--- config.mk ---
export PLATFORM = sky130hd
export DESIGN_NAME = proc_subsys_ahb2apb_bridge
export DESIGN_NICKNAME = d
export VERILOG_FILES = /design/src/rtl/proc_subsys_ahb2apb_bridge.sv
export SDC_FILE = /design/constraint.sdc
export NUM_CORES = 1
export LEC_CHECK = 0
export BUFFER_PORTS_ARGS = -buffer_cell sky130_fd_sc_hd__buf_4
export CORE_UTILIZATION = 43
export DETAILED_ROUTE_END_ITERATION = 8
export PLACE_DENSITY = 0.86
export SLEW_MARGIN = 20
export SYNTH_ARGS = -nofsm -noshare
export SYNTH_HDL_FRONTEND = slang
export SYNTH_SLANG_ARGS = --single-unit
export TNS_END_PERCENT = 20
--- constraint.sdc ---
create_clock -name hclk -period 2 [get_ports hclk]
set_input_delay 0.2 -clock hclk [delete_from_list [all_inputs] [get_ports hclk]]
set_output_delay 0.2 -clock hclk [all_outputs]
set_load 0.005 [all_outputs]
--- src/rtl/proc_subsys_ahb2apb_bridge.sv ---
// AHB-Lite responder to APB initiator bridge for the proc_subsys peripheral region.
// Optional feature macro: PROC_SUBSYS_AHB2APB_PSTRB_EN (adds the pstrb lane-mask output).

package proj_param_pkg;
  localparam int PROJ_HADDR = 32;
  localparam int PROJ_HDATA = 32;
  localparam int PROJ_PADDR = 16;
  localparam int PROJ_PDATA = 32;
endpackage

module proc_subsys_ahb2apb_bridge #(
  parameter int HADDR = proj_param_pkg::PROJ_HADDR,
  parameter int HDATA = proj_param_pkg::PROJ_HDATA,
  parameter int PADDR = proj_param_pkg::PROJ_PADDR,
  parameter int PDATA = proj_param_pkg::PROJ_PDATA
) (
  input  logic             hclk,
  input  logic             hresetn,
  input  logic             hsel,
  input  logic [HADDR-1:0] haddr,
  input  logic [1:0]       htrans,
  input  logic             hwrite,
  input  logic [2:0]       hsize,
  input  logic [HDATA-1:0] hwdata,
  input  logic             hready,
  output logic             hreadyout,
  output logic             hresp,
  output logic [HDATA-1:0] hrdata,
  output logic             psel,
  output logic             penable,
  output logic [PADDR-1:0] paddr,
  output logic             pwrite,
  output logic [PDATA-1:0] pwdata,
`ifdef PROC_SUBSYS_AHB2APB_PSTRB_EN
  output logic [PDATA/8-1:0] pstrb,
`endif
  input  logic             pready,
  input  logic             pslverr,
  input  logic [PDATA-1:0] prdata
);

  localparam int         NLANE    = PDATA / 8;
  localparam int         LB       = $clog2(NLANE);
  localparam int         LBW      = (LB > 0) ? LB : 1;
  localparam logic [2:0] MAX_SIZE = 3'(LB);

  generate
    if (HDATA != PDATA) begin : g_chk_data
      $fatal(1, "proc_subsys_ahb2apb_bridge: HDATA must equal PDATA");
    end
    if (PADDR > HADDR) begin : g_chk_addr
      $fatal(1, "proc_subsys_ahb2apb_bridge: PADDR must not exceed HADDR");
    end
  endgenerate

  typedef enum logic [2:0] {
    S_IDLE   = 3'd0,
    S_SETUP  = 3'd1,
    S_ACCESS = 3'd2,
    S_ERR1   = 3'd3,
    S_ERR2   = 3'd4
  } state_t;

  state_t           r_state;
  state_t           w_state_next;
  logic             w_accept;
  logic             w_size_ok;
  logic             w_rd_done;
  logic             w_hreadyout_next;
  logic             w_hresp_next;
  logic             w_psel;
  logic             w_penable;
  logic             r_hreadyout;
  logic             r_hresp;
  logic [HDATA-1:0] r_hrdata;
  logic [PADDR-1:0] r_paddr;
  logic             r_pwrite;
  logic             w_unused;

  // Address phases are only taken in IDLE; anything offered in ERR2 is dropped.
  assign w_accept  = (r_state == S_IDLE) & hsel & hready & htrans[1];
  assign w_size_ok = (hsize <= MAX_SIZE);
  assign w_rd_done = (r_state == S_ACCESS) & pready & ~pslverr & ~r_pwrite;

  always_ff @(posedge hclk) begin : p_state_reg
    if (!hresetn) begin
      r_state <= S_IDLE;
    end else begin
      r_state <= w_state_next;
    end
  end

  always_comb begin : p_next_state
    w_state_next = r_state;
    case (r_state)
      S_IDLE: begin
        if (w_accept) begin
          w_state_next = w_size_ok ? S_SETUP : S_ERR1;
        end
      end
      S_SETUP:  w_state_next = S_ACCESS;
      S_ACCESS: begin
        if (pready) begin
          w_state_next = pslverr ? S_ERR1 : S_IDLE;
        end
      end
      S_ERR1:   w_state_next = S_ERR2;
      S_ERR2:   w_state_next = S_IDLE;
      default:  w_state_next = S_IDLE;
    endcase
  end

  // AHB response flags are decoded from the next state so they land registered.
  always_comb begin : p_output
    w_hreadyout_next = 1'b1;
    w_hresp_next     = 1'b0;
    w_psel           = 1'b0;
    w_penable        = 1'b0;
    case (w_state_next)
      S_SETUP, S_ACCESS: w_hreadyout_next = 1'b0;
      S_ERR1: begin
        w_hreadyout_next = 1'b0;
        w_hresp_next     = 1'b1;
      end
      S_ERR2:  w_hresp_next = 1'b1;
      default: w_hreadyout_next = 1'b1;
    endcase
    case (r_state)
      S_SETUP: w_psel = 1'b1;
      S_ACCESS: begin
        w_psel    = 1'b1;
        w_penable = 1'b1;
      end
      default: w_psel = 1'b0;
    endcase
  end

  always_ff @(posedge hclk) begin : p_datapath
    if (!hresetn) begin
      r_hreadyout <= 1'b1;
      r_hresp     <= 1'b0;
      r_hrdata    <= '0;
      r_paddr     <= '0;
      r_pwrite    <= 1'b0;
    end else begin
      r_hreadyout <= w_hreadyout_next;
      r_hresp     <= w_hresp_next;
      if (w_accept) begin
        r_paddr  <= haddr[PADDR-1:0];
        r_pwrite <= hwrite;
      end
      if (w_rd_done) begin
        r_hrdata <= prdata;
      end
    end
  end

`ifdef PROC_SUBSYS_AHB2APB_PSTRB_EN
  logic [NLANE-1:0] w_strb_dec;
  logic [NLANE-1:0] r_pstrb;

  // A lane is enabled when it sits in the same size-aligned block as the address.
  genvar gi;
  generate
    for (gi = 0; gi < NLANE; gi++) begin : g_lane
      localparam logic [LBW-1:0] LANE = LBW'(gi);
      assign w_strb_dec[gi] = ((LANE >> hsize) == (haddr[LBW-1:0] >> hsize));
    end
  endgenerate

  always_ff @(posedge hclk) begin : p_pstrb
    if (!hresetn) begin
      r_pstrb <= '0;
    end else if (w_accept) begin
      r_pstrb <= hwrite ? w_strb_dec : '0;
    end
  end

  assign pstrb = r_pstrb;
`endif

  generate
    if (HADDR > PADDR) begin : g_unused_hi
      assign w_unused = ^{htrans[0], haddr[HADDR-1:PADDR]};
    end else begin : g_unused_lo
      assign w_unused = htrans[0];
    end
  endgenerate

  // Write data is passed through: the initiator holds hwdata while hreadyout is low.
  assign pwdata    = hwdata;
  assign hreadyout = r_hreadyout;
  assign hresp     = r_hresp;
  assign hrdata    = r_hrdata;
  assign psel      = w_psel;
  assign penable   = w_penable;
  assign paddr     = r_paddr;
  assign pwrite    = r_pwrite;

endmodule

==> summary.txt <==
Routing
  • WL/cell: 12.5 µm
  • Drt first pass iters: 4
  • Post-Route WL: about 5300 µm
  • Vias: between 1500 and 2000
  • First DRT Iteration DRCs: 56
  • Post-route DRC: 0
  • Post-DR vias/cell: about 4.7
  • Antenna viol nets, final: 0

Global route
  • Largest net degree at the start of global routing: 55
  • GRT Overall Usage: 0.168
  • Initial antenna violation count: 0
  • First-pass GRT wire length: around 8100 µm
  • Number of global-route vias before repair: 1863
  • Grt ovf: 0

Worst setup path
  • Setup CP Type: flop to flop
  • CP arrival: 1.67 ns
  • CP Launch Type: flop
  • Req. time, crit path: around 2.2 ns
  • Critical Path Fanout Max: 32
  • Crit end category: flop

Floorplanning
  • Die H: around 78 µm
  • Die X-Extent: 77.9 µm
  • Row count: 27
  • Num ports: between 150 and 200
  • Core Region: approximately 0.0055 mm²
  • Starting density of the core: 0.447
  • Die area: just over 0.006 mm²

Yosys
  • Post-synthesis net count: between 300 and 400
  • Post-Syn Area: 0.00248 mm²
  • Synth top area cells: dfxtp_1, a21boi_2, nand2_1
  • Post-synthesis sequential area ratio: 0.436
  • Yosys Warn Count: 0
  • Yosys cell types: 25
  • Yosys top cell area share: 0.436
  • Post-synth top flop: dfxtp_1
  • Cells after synthesis: 274
  • Fraction of registers with async set/reset: 0
  • Flops & latches, synth: 54
  • Post-Syn Area per Cell: between 9 and 10 µm²
  • Yosys top cell by area: dfxtp_1
  • Post-synth EDFFs: 0

STA
  • Final setup viols: 0
  • Final-report hold violation count: 0
  • Pins over their slew limit: 0
  • Tmin final: between 1 and 1.5 ns
  • F_max: roughly 700 MHz
  • Final Cycle Share: 0.717
  • Worst rel slew slack: 0.714
  • TNS Setup: 0 ns
  • Worst-Margin Slew: between 0.4 and 0.5 ns
  • Final Skew: 0.00708 ns
  • RSZ-0062 raised after global routing: false

Placement
  • PortBufs: roughly 110
  • RD Place Congestion: 0.760
  • Final HPWL DP: about 3900 µm

Clock network
  • Post-cts sizing count: 0
  • Clock latency on the worst-skew pair: 0.30 ns
  • CTS sink cnt: between 50 and 60
  • Longest Clk Path Bufs: 2
  • Clock tree from TritonCTS: yes
  • Clk root buf: clkbuf_8
  • Hold-fix buffer count after cts: 0
  • Number of CTS-inserted buffers: 5
  • Clock slew at reported path FFs: roughly 0.10 ns
  • Setup bufs post-CTS: 0
  • H-tree depth: 2

Final layout
  • Most frequent cells in the layout: buf_4, nand2_1, dfxtp_1, a21boi_2, a21boi_0
  • Register area: between 0.001 and 0.0015 mm²
  • Fillers: roughly 480
  • Layout cells sized above 1: 0.474
  • Multi-input logic area: ~0.0010 mm²
  • Most common cell after layout, fill and taps aside: buf_4
  • Area grow syn2layout: 28.8%
  • N_diodes: 0
  • Layout Nets: between 400 and 500
  • Fin util: 0.576

Pwr
  • Leakage Power: around 0.0013 µW
  • Max VDD drop: 0.000400 V
  • PD cells: 611 mW/mm²

Flow run
  • Max Cap Violations: 0

Min path
  • Worst min path class: input port to flop

Run status
  • Outcome: finished clean
-- cell usage after synthesis, types with 2 or more instances --
cell	instances
dfxtp_1	54
nand2_1	101
a21boi_0	9
buf_6	5
a21oi_1	3
a21boi_2	40
buf_2	4
clkbuf_1	5
buf_4	33
and2_1	3
inv_1	2
nand2b_1	2
-- layer usage --
metal / track usage / routed length, µm / vias to the layer above
met5: 0 / 0 / -
met1: 0.166 / 2000 / 889
met2: 0.324 / 2730 / 95
met3: 0.0612 / 489 / 10
met4: 0.0519 / 44 / 0
li1: - / - / 996
-- worst paths after layout --
check / start / to / slack, ns / cells after the start
setup / recovery: r_state[1]$_SDFF_PN0_ / hrdata[0]$_SDFFE_PN0P_ / 0.57 / 5
hold / removal: haddr[4] / paddr[4]$_SDFFE_PN0P_ / 0.14 / 3
setup reg to reg: r_state[1]$_SDFF_PN0_ / hrdata[0]$_SDFFE_PN0P_ / 0.57 / 5
hold reg to reg: hrdata[25]$_SDFFE_PN0P_ / hrdata[25]$_SDFFE_PN0P_ / 0.47 / 2
-- worst max-delay path, stage by stage (launching register included) --
cell and delay, ns:
dfxtp_1 0.43, and4bb_1 0.24, and2_1 0.12, buf_4 0.31, nand2_1 0.11, a21boi_0 0.15
-- power by group --
part	internal, µW	total [µW]	leakage, µW	switching (µW)
registers	1100	1110	0.000437	13.8
logic	149	236	0.000840	86.9
clock network	247	601	0.0000441	355
total	1490	1950	0.00132	455
-- cells by family (layout without fill, tap and decap cells) --
family | count (synthesis) | in the layout | synth area share
compound gates | 56 | 56 | 0.229
flops | 54 | 54 | 0.436
buf+inv | 49 | 125 | 0.141
simple gates | 115 | 115 | 0.194
-- sequential cells by signal (all words and copies together), names as in the netlist --
signal / count
hrdata: 32
paddr: 16
r_state: 3
hreadyout: 1
hresp: 1
pwrite: 1
-- final cells by class --
type,instances,area share
clock buffer,5,0.0216
clock inverter,3,0.00666
inverter,2,0.00235
multi-input combinational,171,0.328
sequential,54,0.339
tap,72,0.0282
timing repair buffer,115,0.274
-- per-stage QoR --
stage	setup WS [ns]	hold slack, ns	cell area [µm²]	power (µW)	std cells
6_report	0.567	0.140	3190	1950	422
5_1_grt	0.404	0.123	3190	2040	422
4_1_cts	0.555	0.129	3190	1980	422
3_5_place_dp	0.572	0.400	3100	1380	414
3_3_place_gp	0.634	0.400	3100	1370	414
2_1_floorplan	0.849	0.345	2480	1290	274
Note: power is estimated with default switching activity, not from simulation.
